[config.mk]
export PLATFORM = sky130hd
export DESIGN_NAME = lrsc_mem_arbiter
export DESIGN_NICKNAME = d
export VERILOG_FILES = /design/src/rtl/lrsc_mem_arbiter_pkg.sv /design/src/rtl/lrsc_mem_arbiter_resv.sv /design/src/rtl/lrsc_mem_arbiter.sv
export SDC_FILE = /design/constraint.sdc
export NUM_CORES = 1
export LEC_CHECK = 0
export CAP_MARGIN = 20
export CORE_MARGIN = 2
export CORE_UTILIZATION = 50
export CTS_CLUSTER_DIAMETER = 60
export DETAILED_ROUTE_END_ITERATION = 8
export PLACE_DENSITY = 0.9
export SYNTH_ARGS = -nofsm -noshare
export SYNTH_HDL_FRONTEND = slang
export SYNTH_SLANG_ARGS = --single-unit
[constraint.sdc]
create_clock -name CLK -period 8.6 [get_ports CLK]
set_clock_uncertainty 0.1 [all_clocks]
set_input_delay 2.58 -clock CLK [delete_from_list [all_inputs] [get_ports CLK]]
set_output_delay 2.58 -clock CLK [all_outputs]
set_load 0.05 [all_outputs]
[src/rtl/lrsc_mem_arbiter_pkg.sv]
// rtl/lrsc_mem_arbiter_pkg.sv - shared types for the dual-core LR/SC memory arbiter
package lrsc_mem_arbiter_pkg;

    localparam int WORD_W   = 32;
    localparam int RESV_LSB = 2;
    localparam int TAG_W    = WORD_W - RESV_LSB;

    typedef logic [WORD_W-1:0] word_t;
    typedef logic [TAG_W-1:0]  tag_t;

    typedef enum logic [1:0] {
        FREE   = 2'd0,
        BUSY   = 2'd1,
        ACCESS = 2'd2,
        ERROR  = 2'd3
    } ramstate_t;

    // S_ prefix keeps these apart from the ramstate_t labels in the same scope
    typedef enum logic [1:0] {
        S_IDLE   = 2'd0,
        S_ACCESS = 2'd1,
        S_RESP   = 2'd2
    } arb_state_t;

    typedef struct packed {
        logic valid;
        tag_t tag;
    } resv_t;

    function automatic tag_t word_tag(input word_t addr);
        return addr[WORD_W-1:RESV_LSB];
    endfunction

endpackage

[src/rtl/lrsc_mem_arbiter_resv.sv]
// rtl/lrsc_mem_arbiter_resv.sv - one core's LR reservation with set/clear/compare
module lrsc_resv_reg
    import lrsc_mem_arbiter_pkg::*;
(
    input  logic clk,
    input  logic rst_n,
    input  logic set,
    input  logic clr,
    input  tag_t tag_in,
    input  tag_t cmp_tag,
    output logic match
);

    resv_t resv;

    always_ff @(posedge clk or negedge rst_n) begin
        if (!rst_n) begin
            resv <= '0;
        end else if (set) begin
            resv <= resv_t'{valid: 1'b1, tag: tag_in};
        end else if (clr) begin
            resv.valid <= 1'b0;
        end
    end

    assign match = resv.valid && (resv.tag == cmp_tag);

endmodule

[src/rtl/lrsc_mem_arbiter.sv]
// rtl/lrsc_mem_arbiter.sv - two-core data-memory arbiter with LR/SC reservation tracking
module lrsc_mem_arbiter
    import lrsc_mem_arbiter_pkg::*;
(
    input  logic       CLK,
    input  logic       nRST,
    input  logic [1:0] dREN,
    input  logic [1:0] dWEN,
    input  logic [1:0] datomic,
    input  word_t      daddr [2],
    input  word_t      dstore [2],
    output logic [1:0] dhit,
    output word_t      dload [2],
    output logic       ramREN,
    output logic       ramWEN,
    output word_t      ramaddr,
    output word_t      ramstore,
    input  word_t      ramload,
    input  ramstate_t  ramstate
);

    arb_state_t state, state_next;
    logic       last_grant, grant_q, wr_q, atomic_q;
    word_t      addr_q, data_q;
    word_t      load_q [2];
    logic [1:0] req, resv_match, resv_set, resv_clr;
    logic       gnt_next, sc_fail, ram_done, grant_now;
    tag_t       cmp_tag, addr_tag;

    assign req       = dREN | dWEN;
    assign gnt_next  = (req == 2'b11) ? ~last_grant : req[1];
    assign grant_now = (state == S_IDLE) && (req != 2'b00);
    assign sc_fail   = dWEN[gnt_next] & datomic[gnt_next] & ~resv_match[gnt_next];
    assign ram_done  = (state == S_ACCESS) && (ramstate == ACCESS);
    assign addr_tag  = word_tag(addr_q);
    // In IDLE the compare port checks the incoming SC; otherwise it snoops the latched write
    assign cmp_tag   = (state == S_IDLE) ? word_tag(daddr[gnt_next]) : addr_tag;

    for (genvar c = 0; c < 2; c++) begin : g_resv
        assign resv_set[c] = ram_done && !wr_q && atomic_q && (grant_q == 1'(c));
        assign resv_clr[c] = (grant_now && sc_fail && (gnt_next == 1'(c)))
                           || (ram_done && wr_q && ((atomic_q && (grant_q == 1'(c))) || resv_match[c]));

        lrsc_resv_reg u_resv (
            .clk     (CLK),
            .rst_n   (nRST),
            .set     (resv_set[c]),
            .clr     (resv_clr[c]),
            .tag_in  (addr_tag),
            .cmp_tag (cmp_tag),
            .match   (resv_match[c])
        );
    end

    always_ff @(posedge CLK or negedge nRST) begin
        if (!nRST) begin
            state <= S_IDLE;
        end else begin
            state <= state_next;
        end
    end

    always_comb begin
        state_next = state;
        case (state)
            S_IDLE:   if (grant_now) state_next = sc_fail ? S_RESP : S_ACCESS;
            S_ACCESS: if (ramstate == ACCESS) state_next = S_RESP;
            S_RESP:   state_next = S_IDLE;
            default:  state_next = S_IDLE;
        endcase
    end

    always_comb begin
        dhit     = 2'b00;
        ramREN   = 1'b0;
        ramWEN   = 1'b0;
        ramaddr  = '0;
        ramstore = '0;
        case (state)
            S_ACCESS: begin
                ramREN   = !wr_q;
                ramWEN   = wr_q;
                ramaddr  = addr_q;
                ramstore = wr_q ? data_q : '0;
            end
            S_RESP:   dhit[grant_q] = 1'b1;
            default:  ;
        endcase
        for (int c = 0; c < 2; c++) begin
            dload[c] = load_q[c];
        end
    end

    always_ff @(posedge CLK or negedge nRST) begin
        if (!nRST) begin
            last_grant <= 1'b1;
            grant_q    <= 1'b0;
            wr_q       <= 1'b0;
            atomic_q   <= 1'b0;
            addr_q     <= '0;
            data_q     <= '0;
            load_q[0]  <= '0;
            load_q[1]  <= '0;
        end else begin
            if (grant_now) begin
                last_grant <= gnt_next;
                grant_q    <= gnt_next;
                wr_q       <= dWEN[gnt_next];
                atomic_q   <= datomic[gnt_next];
                addr_q     <= daddr[gnt_next];
                data_q     <= dstore[gnt_next];
                if (sc_fail) load_q[gnt_next] <= word_t'(1);
            end
            // Stores and successful SCs report 0; reads return the RAM word
            if (ram_done) load_q[grant_q] <= wr_q ? '0 : ramload;
        end
    end

endmodule

==> summary.md, run 1 <==
| Metric | Value |
|---|---|
| Routed vias | `~9600` |
| Share of the yosys chip area belonging to registers | `around 48%` |
| MaxCap Viol Count | `0` |
| Die Ht | `147 um` |
| Detailed Place HPWL | `24.3 mm` |
| F_max | `around 150 MHz` |
| Die width | `147 um` |
| Cells after synthesis | `1060` |
| Worst-margin pin slew | `1.01 ns` |
| Crit path required time | `about 8.8 ns` |
| Nets | `1492` |
| Buffers on Ports | `301` |
| Largest family of logic cells by synthesized area | `compound AO/OA/AOI/OAI gates` |
| CTS tree | `yes` |
| Multi-input gate area | `about 5000 um^2` |
| Register area | `4910 um^2` |
| Worst hold path type | `reg -> reg` |
| Worst-Skew Late Latency | `0.45 ns` |
| Critical path cell sequence | `clkdlybuf4s50_1 > or2_1 > a21boi_0 > nor3_1 > o22ai_1 > a2111oi_0 > o2111ai_1 > nor4_2 > o21ba_2 > a22oi_1` |
| Post-synth cell types | `71` |
| Initial antenna violation count | `0` |
| RSZ-0062 raised after global routing | `no` |
| CTS clk-pin slew, worst paths | `0.08 ns` |
| CORE AREA | `20200 um^2` |
| # fillers | `between 1500 and 2000` |
| Startpoint Class | `input port` |
| Initial drt markers | `1146` |
| Fin crit share | `79.4%` |
| Setup TNS | `0 ns` |
| Fin. max-slew vios | `0` |
| Cell at the slowest stage of the critical path | `or2_1` |
| Ports | `302` |
| Detailed-route wire length | `34.2 mm` |
| Rows | `52` |
| Endpoint class of the critical path | `flip-flop` |
| Asr flop ratio synth | `between 90% and 100%` |
| Crit path DAT | `7.04 ns` |
| Post-synth EDFFs | `0` |
| Total track usage | `31.1%` |
| Crit path buf inv count | `1` |
| Num CTS Buffers | `17` |
| Mux contribution to synthesized area | `6.20%` |
| Leak pwr | `6.12 nW` |
| Starting density of the core | `50.9%` |
| First-pass GRT wire length | `52.3 mm` |
| Xor/xnor share of the synthesized area | `4.61%` |
| Post-CTS Repair Setup Buffers | `0` |
| Maximum root-to-sink buffer count | `2` |
| WS Path Type | `in -> reg` |
| Ys flop type | `dfrtp_1` |
| Layout Utilization | `69.9%` |
| Area share of fa/ha/maj cells after synthesis | `0%` |
| Vias in the first global route | `just over 9000` |
| Cts hold-fix bufs | `0` |
| Peak supply drop | `0.208 mV` |
| Post-route DRC | `0` |
| Outcome | `finished, final reports clean` |
| Post-CTS sizing | `0` |
| Gpl congestion | `approximately 0.95` |
| Largest net degree at the start of global routing | `about 120` |
| Ys Warns | `0` |
| Max Fanout on Critical Path | `32` |
| Register bit total from synthesis | `196` |
| # diodes | `0` |
| Antenna viol nets, final | `0` |
| Post-synthesis compound-gate area fraction | `19.1%` |
| Fin crit period | `slightly below 7 ns` |
| Die area | `21700 um^2` |
| Power per standard cell area | `385 nW/um^2` |
| H-tree depth | `4` |
| Root Driver | `clkbuf_16` |
| Fraction of layout cells with a size suffix above 1 | `8.76%` |
| Synthesized net count | `1230` |
| Area grow syn2layout | `37.2%` |
| Fin. Hold Viols | `0` |
| Delay-heaviest family, CP | `compound AO/OA/AOI/OAI gates` |
| TritonRoute pass-1 iters | `9` |
| GR Overflow Total | `0` |
| Slowest stage delay, CP | `0.79 ns` |
| Max_slew headroom | `between 30% and 40%` |
| Routed length per instance | `about 21 um` |
| Setup Viol. Count Final | `0` |
| Simple-Gate Fraction of Synth Area | `between 10% and 20%` |
| Avg Cell Area, Syn | `just under 10 um^2` |
| CTS sink count | `196` |
| Via/cell ratio | `approximately 6` |
| Syn Std Cell Area | `10300 um^2` |
## area by class of cell
type / instances / share of cell area (%)
Multi-Input combinational cell: 763 / 35.3
Sequential cell: 196 / 34.8
Timing Repair Buffer: 316 / 22.3
Clock buffer: 17 / 3.02
Tap cell: 270 / 2.40
Clock inverter: 15 / 1.41
Inverter: 28 / 0.746
## synthesized netlist by cell type, types with 13 or more instances
cell type	count	area, um^2
mux2_2	45	507
and3_1	46	288
nand3_1	15	75.1
clkbuf_1	56	210
xnor2_1	32	280
o21ai_0	62	310
mux2i_1	13	130
a31oi_1	44	275
xor2_1	22	193
a21oi_1	17	85.1
nand2_1	126	473
and2_1	31	194
nor2_1	78	293
nor2b_1	36	225
dfrtp_1	195	4880
inv_1	28	105
a22o_1	64	561
## cells by family (layout without fill, tap and decap cells)
| group | after synthesis | in the layout |
|---|---|---|
| and+or+nand+nor | 379 | 379 |
| AOI/OAI and AO/OA | 272 | 272 |
| DFF | 196 | 196 |
| buffers and inverters | 101 | 376 |
| muxes | 58 | 58 |
| xor gates and xnor gates | 54 | 54 |
## stage by stage
stage	hold WS (ns)	power, mW	setup slack (ns)	area [um^2]	std cells
after floorplan	0.365	3.54	3.32	10300	1060
after global placement	0.381	4.46	1.41	13400	1571
after detailed placement	0.388	4.54	1.33	13400	1571
after CTS	0.405	5.39	1.81	14100	1603
after global routing	0.427	5.68	1.43	14100	1605
final	0.409	5.43	1.77	14100	1605
## flip-flops by register name (all words and copies together) (netlist names)
register / cells
addr_q: 32
atomic_q: 1
data_q: 32
dload: 64
g_resv.u_resv.resv: 62
grant_q: 1
last_grant: 1
state: 2
wr_q: 1
## metal layers
metal  part of all wire [%]  global-route usage [%]  vias to the layer above
met5                      0                       0                        -
met4                    3.2                    10.5                        0
met3                    9.8                    7.36                       91
met2                     48                    49.9                      593
met1                     39                    41.9                     4642
li1                       -                       -                     4318
## worst reg2reg max path, delay by kind of cell (launching register included)
family / cells / cell delay (ns)
compound gates: 4 / 1.62
simple gates: 3 / 1.28
mux: 2 / 0.75
flops: 1 / 0.40
## report_power, final
group          internal [mW]  switching (mW)
clock network          0.426           0.417
registers               1.29           0.374
logic                   1.07            1.85
total                   2.78            2.65
## final timing paths
| check | start | endpoint | slack [ns] | cells past startpoint |
|---|---|---|---|---|
| max | dWEN[1] | dload[32] | 1.77 | 10 |
| min | dload[62] | dload[62] | 0.41 | 1 |
| max reg2reg | last_grant | dload[0] | 4.30 | 9 |
| min reg2reg | dload[62] | dload[62] | 0.41 | 1 |
| max in group asynchronous | nRST | addr_q[0] | 4.76 | 2 |
| min in group asynchronous | nRST | addr_q[2] | 2.19 | 1 |
## layout by cell type (no fill, tap or decap), types with 4 or more instances in the layout
master	count
clkdlybuf4s50_1	300
a21boi_0	7
o21ai_0	62
dfrtp_1	194
a22o_1	64
xnor2_1	32
nand2b_1	7
inv_1	28
buf_4	13
o22ai_1	11
nor2b_1	35
xor2_1	22
mux2i_1	13
nor2_1	77
nand4_1	7
a2111oi_0	5
nand2_1	125
or3_1	5
inv_6	4
nand3_1	15
and3_1	46
clkbuf_16	17
nor4_1	6
and2_1	31
a31oi_1	44
mux2_2	45
a211oi_1	11
a21oi_1	16
nor3_1	7
inv_8	4
No activity file was read; power rests on OpenSTA's default activity.
==> run 2: changes to the inputs <==
Settings changed: CORE_UTILIZATION 50 to 43, PLACE_DENSITY 0.9 to 0.83.
Clock period 8.6 ns to 5.7 ns, I/O delays scaled along.
==> summary.md, run 2 (synthesis gave the netlist of run 1 again) <==
| Metric | Value |
|---|---|
| Setup Viol. Count Final | `0 (unchanged)` |
| Power per standard cell area | `575 nW/um^2 (was 385 nW/um^2)` |
| Nets | `1502 (was 1492)` |
| Fraction of layout cells with a size suffix above 1 | `9.44% (was 8.76%)` |
| Via/cell ratio | `5.78 (was 6.01)` |
| Total track usage | `26.9% (was 31.1%)` |
| Total Power | `8.18 mW (was 5.43 mW)` |
| Net switching power | `4.00 mW (was 2.65 mW)` |
| CTS clk-pin slew, worst paths | `0.08 ns (about the same)` |
| Final instance area | `14200 um^2 (was 14100 um^2)` |
| Max Fanout on Critical Path | `32 (unchanged)` |
| TritonRoute pass-1 iters | `5 (was 9)` |
| First-pass GRT wire length | `51.5 mm (was 52.3 mm)` |
| Gpl congestion | `0.988 (was 0.952)` |
| Endpoint class of the critical path | `flip-flop (unchanged)` |
| Comb power frac | `54.4% (was 53.9%)` |
| Routed length per instance | `20.9 um (was 21.3 um)` |
| Fin. max-slew vios | `0 (unchanged)` |
| CTS tree | `yes (unchanged)` |
| Crit path DAT | `5.45 ns (was 7.04 ns)` |
| Fin Hold WS | `0.404 ns (was 0.409 ns)` |
| Largest register FFs | `64 (unchanged)` |
| Cell Area, Placed | `13600 um^2 (was 13400 um^2)` |
| Fin. Hold Viols | `0 (unchanged)` |
| Vias in the first global route | `8950 (was 9203)` |
| Worst-Skew Late Latency | `0.44 ns (was 0.45 ns)` |
| Die width | `159 um (was 147 um)` |
| Rows | `56 (was 52)` |
| Initial antenna violation count | `2 (was 0)` |
| CORE AREA | `23500 um^2 (was 20200 um^2)` |
| Power Internal | `4.18 mW (was 2.78 mW)` |
| Fin crit share | `approximately 91%` |
| Starting density of the core | `43.7% (was 50.9%)` |
| Commonest non-fill, non-tap cell in the layout | `clkdlybuf4s50_1 (unchanged)` |
| Antenna viol nets, final | `0 (unchanged)` |
| Buffers on Ports | `301 (unchanged)` |
| Most frequent cells in the layout | `300 x clkdlybuf4s50_1, 194 x dfrtp_1, 125 x nand2_1, 77 x nor2_1, 64 x a22o_1 (unchanged)` |
| Worst hold path type | `reg -> reg (unchanged)` |
| Area grow syn2layout | `38.6% (was 37.2%)` |
| Max_slew headroom | `38.6% (was 32.8%)` |
| Critical path cell sequence | `clkdlybuf4s50_1 > o21a_1 > nor2_4 > mux2i_1 > mux2i_1 > a2111oi_2 > nand4_1 > or3_4 > a31oi_4 > buf_12 > a22o_1 (was clkdlybuf4s50_1 > or2_1 > a21boi_0 > nor3_1 > o22ai_1 > a2111oi_0 > o2111ai_1 > nor4_2 > o21ba_2 > a22oi_1)` |
| R2R cell count | `10 (was 9)` |
| Post-CTS sizing | `0 (unchanged)` |
| Worst-margin pin slew | `0.920 ns (was 1.01 ns)` |
| Switching Fraction | `48.9% (was 48.7%)` |
| MaxCap Viol Count | `0 (unchanged)` |
| Num CTS Buffers | `17 (unchanged)` |
| Routed vias | `9625 (was 9644)` |
| Leak pwr | `6.17 nW (was 6.12 nW)` |
| Post-route DRC | `0 (unchanged)` |
| Startpoint Class | `input port (unchanged)` |
| Maximum root-to-sink buffer count | `2 (unchanged)` |
| Post-CTS Repair Setup Buffers | `0 (unchanged)` |
| Die Ht | `159 um (was 147 um)` |
| Die area | `25100 um^2 (was 21700 um^2)` |
| Peak supply drop | `0.279 mV (was 0.208 mV)` |
| Crit path required time | `5.97 ns (was 8.81 ns)` |
| Setup TNS | `0 ns (unchanged)` |
| Initial drt markers | `1175 (was 1146)` |
| Detailed-route wire length | `34.8 mm (was 34.2 mm)` |
| F_max | `around 190 MHz` |
| Cell at the slowest stage of the critical path | `mux2i_1 (was or2_1)` |
| Largest net degree at the start of global routing | `113 (was 123)` |
| Cts hold-fix bufs | `0 (unchanged)` |
| Clk pwr share | `15.0% (was 15.5%)` |
| Share of power burned in registers | `30.7% (was 30.6%)` |
| Ports | `302 (unchanged)` |
| WS Path Type | `in -> reg (unchanged)` |
| Outcome | `finished, final reports clean (unchanged)` |
| Fin crit period | `5.18 ns` |
| Critical Path Most Common Cell | `mux2i_1` |
| CTS sink count | `196 (unchanged)` |
| H-tree depth | `4 (unchanged)` |
| Root Driver | `clkbuf_16 (unchanged)` |
| Detailed Place HPWL | `25.1 mm (was 24.3 mm)` |
| Hold depth | `1 (unchanged)` |
| RSZ-0062 raised after global routing | `no (unchanged)` |
| GR Overflow Total | `0 (unchanged)` |
| Slowest stage delay, CP | `0.51 ns (was 0.79 ns)` |
-- run 2: cell count changes in the layout (fill, tap and decap cells not counted), sizes merged --
cell	delta
buf	+10
clkinv	+6
inv	-4
diode	+2
bufinv	-1
clkinvlp	-1
-- run 2: final cells by class --
type                            instances  area [um^2]
Clock inverter                         15          185
Tap cell                              319          399
Multi-Input combinational cell        763         4970
Sequential cell                       196         4910
Inverter                               28          105
Timing Repair Buffer                  326         3240
Fill cell                            1924         9240
Clock buffer                           17          425
Antenna cell                            2         5.00
-- run 2: critical path: cells and delay by family --
family                 cells  cell delay (ns)
muxes                      2             0.74
buffers and inverters      2             0.68
AOI/OAI and AO/OA          4             1.19
and+or+nand+nor            3             1.10
-- run 2: final timing paths --
check                               from   endpoint  slack, ns
worst min-delay path            dload[7]   dload[7]       0.40
max in group asynchronous           nRST  data_q[1]       3.21
min in group asynchronous           nRST  dload[43]       1.28
worst max-delay path             dWEN[0]  dload[19]       0.52
worst max register to register  state[1]  dload[32]       1.80
worst min register to register  dload[7]   dload[7]       0.40
-- run 2: layer usage --
metal | vias up | share of wire (%) | routed length (um) | track usage [%]
met3 | 79 | 9.5 | 3300 | 6.12
li1 | 4327 | - | - | -
met2 | 526 | 46 | 16200 | 42.8
met4 | 0 | 2.8 | 981 | 8.19
met1 | 4693 | 41 | 14300 | 36.7
met5 | - | 0 | 0 | 0
-- run 2: power by group through the flow --
stage          Clock (mW)  Sequential (mW)  Combinational (mW)
3_3_place_gp            0             2.49                4.32
6_report             1.22             2.51                4.45
3_5_place_dp            0             2.52                4.39
4_1_cts              1.24             2.49                4.41
5_1_grt              1.29             2.58                4.71
2_1_floorplan           0             2.83                2.51
-- run 2: metrics by stage --
step                util (%)  cells  worst slack (ns)
floorplan                  -   1060              1.29
global placement        58.0   1632             0.209
detailed placement      58.0   1632             0.168
CTS                     60.6   1664             0.563
global route            60.7   1666             0.358
finish                  60.7   1666             0.521
==> variant 1: new RTL, config.mk and constraints of run 2 <==
Re-encode `arb_state_t` (3 states) as one-hot, 3 bits wide.
--- a/src/rtl/lrsc_mem_arbiter_pkg.sv
+++ b/src/rtl/lrsc_mem_arbiter_pkg.sv
@@ -16,10 +16,10 @@
     } ramstate_t;
 
     // S_ prefix keeps these apart from the ramstate_t labels in the same scope
-    typedef enum logic [1:0] {
-        S_IDLE   = 2'd0,
-        S_ACCESS = 2'd1,
-        S_RESP   = 2'd2
+    typedef enum logic [2:0] {
+        S_IDLE   = 3'b001,
+        S_ACCESS = 3'b010,
+        S_RESP   = 3'b100
     } arb_state_t;
 
     typedef struct packed {
Check against the original RTL: same outputs for any inputs over 4 cycles, from zero or initial values and one cycle with nRST low; so few cycles prove little.
==> variant 1 against run 2 <==
  * Via count decreased by 0.30%
  * Power decreased by 1.5%
  * Routed wire length decreased by 3.5%
  * Hold slack got worse by 7.8 ps
  * Sequential power increased by 4%
  * Non-clock buffer count decreased by 1
  * Setup slack improved by 160 ps
  * Register-to-register slack improved by 260 ps
  * Fmax increased by 3.1%
  * Die area increased by 3.1%
  * Synthesized area increased by 3.2%
  * Sequential cell count increased by 1
  * Final area increased by 2.3%
  * Critical endpoint is now dload[48]
  * Largest power group unchanged
==> variant 1: results (changes against run 2) <==
| Metric | Value |
|---|---|
| Via density | 5.695 (-1.4%) |
| NumNets Final | 1,515 (+0.87%) |
| GRT Util Overall | 26.12% (-0.77 points) |
| Layout cell share with drive strength beyond 1 | 11.05% (+1.6 points) |
| Worst EP arrival | 5310 ps (-140 ps) |
| Net Count, Synth | 1,247 (+1.4%) |
| Sequential-to-total area share from yosys stat | 46.55% (-1.2 points) |
| Main area contributors after synthesis | dfrtp_1, nand2_1, mux2_2 |
| Leakage | 6.337 nW (+2.6%) |
| Status | finished clean |
| Largest net degree at the start of global routing | 123 (+8.8%) |
| Multiplexer share of the synthesized area | 7.037% (+0.84 points) |
| Flop2flop setup slack | 2060 ps (+260 ps) |
| Vias in the first global route | 9,715 (+8.5%) |
| Most common library cells after synthesis | dfrtp_1, nand2_1, nor2_1 |
| Synth Area per Inst | 9.839 µm² (+1.6%) |
| Max Fanout on Critical Path | 32 (unchanged) |
| CP max stage delay | 520 ps |
| Unique cell type count in the Yosys netlist | 71 (unchanged) |
| CTS root buf | clkbuf_16 |
| Post-Synth XOR/XNOR Area | 4.959% (+0.35 points) |
| Fin cells | 1,685 (+1.1%) |
| First-pass GRT wire length | 53,160 µm (+3.2%) |
| Initial DRC count | 1,028 (-13%) |
| HP Class | flop to flop |
| Routed WL per cell | 19.92 µm (-4.6%) |
| Pre-CTS worst setup slack | 360.0 ps (+192.3 ps) |
| Area share of fa/ha/maj cells after synthesis | 0% (unchanged) |
| Initial antenna violation count | 3 (+1) |
| Post-synthesis compound-gate area fraction | 18.82% (-0.27 points) |
| Final HPWL DP | 23,880 µm (-5.0%) |
| Worst VDD drop | 293.3 µV (+5.1%) |
| Normalized max-slew margin | 30.40% (-8.2 points) |
| GP Congestion | 0.9391 (-4.9%) |
| Max FFs per register | 64 (unchanged) |
| 1st-pass router iterations | 7 (+2) |
| Filler Cell Count | 2,012 (+4.6%) |
| Fmax | 199.1 MHz (+3.1%) |
-- variant 1: cell types whose count changed after synthesis, moves of 7 or more --
cell     before  now
o32ai_2       0   31
nor2_1       78   64
nand2_1     126  156
inv_1        28   56
nor2b_1      36   11
a22o_1       64    1
mux2i_1      13   20
a32o_1        0   31
and2_1       31   41
o21ai_0      62   55
-- variant 1: power by group --
part,internal (mW),switching [mW]
logic,1.54,2.60
registers,2.00,0.626
clock network,0.651,0.648
total,4.19,3.87
-- variant 1: worst paths after layout --
path | from | end | cells past startpoint
max in group asynchronous | nRST | data_q[2] | 2
setup / recovery | dWEN[0] | dload[48] | 11
setup reg to reg | state[2] | dload[48] | 10
hold reg to reg | dload[42] | dload[42] | 1
hold / removal | dload[42] | dload[42] | 1
min in group asynchronous | nRST | addr_q[10] | 1
-- variant 1: routing by layer --
layer / part of all wire (%) / vias up / GRT usage (%)
met1: 40 / 4658 / 32.88
met3: 8.2 / 96 / 7.011
li1: - / 4378 / -
met2: 48 / 464 / 42.74
met4: 3.6 / 0 / 10.92
met5: 0 / - / 0.1894
-- variant 1: through the flow --
stage | hold WS, ps | instance area (µm²) | utilization (%)
floorplan | 379.4 | 10600 | -
global placement | 373.9 | 13900 | 57.32
detailed placement | 380.7 | 13900 | 57.32
CTS | 399.2 | 14550 | 60.02
global route | 414.0 | 14560 | 60.05
finish | 396.2 | 14560 | 60.05
-- variant 1: layout make-up --
cell class / count / area, µm² / share of cell area, %
sequential: 197 / 4933 / 33.88
clock buffer: 17 / 425.4 / 2.922
antenna: 3 / 7.507 / 0.05156
multi-input combinational: 747 / 5137 / 35.28
inverter: 57 / 214.0 / 1.469
tap: 324 / 405.4 / 2.784
timing repair buffer: 325 / 3209 / 22.04
clock inverter: 15 / 227.7 / 1.564
==> variant 2: new RTL, flow settings as in run 2 <==
Made on the original files. `WORD_W`: 32 -> 16.
--- a/src/rtl/lrsc_mem_arbiter_pkg.sv
+++ b/src/rtl/lrsc_mem_arbiter_pkg.sv
@@ -1,7 +1,7 @@
 // rtl/lrsc_mem_arbiter_pkg.sv - shared types for the dual-core LR/SC memory arbiter
 package lrsc_mem_arbiter_pkg;
 
-    localparam int WORD_W   = 32;
+    localparam int WORD_W   = 16;
     localparam int RESV_LSB = 2;
     localparam int TAG_W    = WORD_W - RESV_LSB;
 
Interface: changed (6 resized); port bits go from 302 to 158. The function was not compared with the original's and may differ.
==> variant 2 against run 2 <==
  * Routed wire length down 52%
  * Final area down 47%
  * Synthesized area down 47%
  * Register-to-register slack better by 620 ps
  * Setup slack better by 320 ps
  * Sequential cell count down 96
  * Hold slack about the same
  * Power down 46%
==> variant 2: results (changes against run 2) <==
| Metric | Value |
|---|---|
| I/O Buffers | 157 (-48%) |
| Status | finished clean |
| FF+latch area | 2504 µm² (-49%) |
| Placed cell areas | 7183 µm² (-47%) |
| Initial antenna violation count | 0 (-2) |
| Final clock-cell share | 4.053% (-0.24 points) |
| Clkbuf count | 9 (-8) |
| Final HPWL DP | 12,080 µm (-52%) |
| Max FFs per register | 32 (-50%) |
| Net Count, Synth | 685 (-44%) |
| Antenna diodes | 0 (-2) |
| Initial DRC count | 519 (-56%) |
| Vias in the first global route | 5,267 (-41%) |
| Area of the multi-input gates | 2711 µm² (-45%) |
| Mapped Area | 5489 µm² (-47%) |
| First-pass GRT wire length | 26,260 µm (-49%) |
| Multiplexer share of the synthesized area | 4.787% (-1.4 points) |
| Unique cell type count in the Yosys netlist | 68 (-4.2%) |
| GP Congestion | 0.9705 (-1.8%) |
| H-Tree Depth | 3 (-1) |
| Layout area overhead | 36.68% |
| Fin cells | 911 (-45%) |
| Main area contributors after synthesis | dfrtp_1, nand2_1, mux2_2 |
| Routed WL per cell | 18.17 µm (-13%) |
| Worst VDD drop | 244.7 µV (-12%) |
| Normalized max-slew margin | 34.55% (-4.1 points) |
| Max Fanout on Critical Path | 16 (-50%) |
| Most common library cells after synthesis | dfrtp_1, nand2_1, nor2_1 |
| Nonclk inv count | 33 (+18%) |
| Largest net degree at the start of global routing | 79 (-30%) |
| Signal buffers | 166 (-49%) |
| DP Cell Count | 894 (-45%) |
-- variant 2: logic make-up (layout without fill, tap and decap cells) --
group,after synthesis,in the layout
AOI/OAI and AO/OA,163,163
DFF,100,100
xor gates and xnor gates,20,20
muxes,24,24
and+or+nand+nor,217,217
buffers and inverters,71,215
-- variant 2: power by group --
part	switching (mW)	total, mW	internal [mW]	leakage [nW]
clock	0.299	0.610	0.311	0.141
sequential	0.298	1.31	1.01	1.25
combinational	1.61	2.52	0.912	1.81
-- variant 2: critical path, cell delays in order --
cell	delay, ps
clkdlybuf4s50_1	500
o21ai_2	560
nand3_1	280
and3_1	240
a311o_1	290
a2111oi_2	410
o2111ai_2	270
a21oi_4	530
a22oi_1	170
-- variant 2: worst paths after layout --
kind	start	to	slack [ps]	cells past startpoint
setup / recovery	dWEN[0]	dload[16]	840	9
hold / removal	dload[28]	dload[28]	400	1
setup reg to reg	state[0]	dload[16]	2420	8
hold reg to reg	dload[28]	dload[28]	400	1
max in group asynchronous	nRST	last_grant	3160	2
min in group asynchronous	nRST	addr_q[10]	1400	1
-- variant 2: layer usage --
metal / global-route usage (%) / part of all wire (%) / vias to the layer above
met5: 0 / 0 / -
met4: 12.78 / 3.2 / 0
met3: 3.553 / 7.1 / 44
met2: 39.73 / 49 / 237
met1: 32.71 / 41 / 2574
li1: - / - / 2417
-- variant 2: metrics by stage --
| step | util, % | hold slack, ps | worst slack [ps] |
|---|---|---|---|
| 2_1_floorplan | - | 369.2 | 1762 |
| 3_3_place_gp | 57.39 | 384.6 | 668.0 |
| 3_5_place_dp | 57.39 | 385.6 | 520.2 |
| 4_1_cts | 59.82 | 406.3 | 893.1 |
| 5_1_grt | 59.94 | 417.2 | 618.9 |
| 6_report | 59.94 | 404.3 | 835.8 |
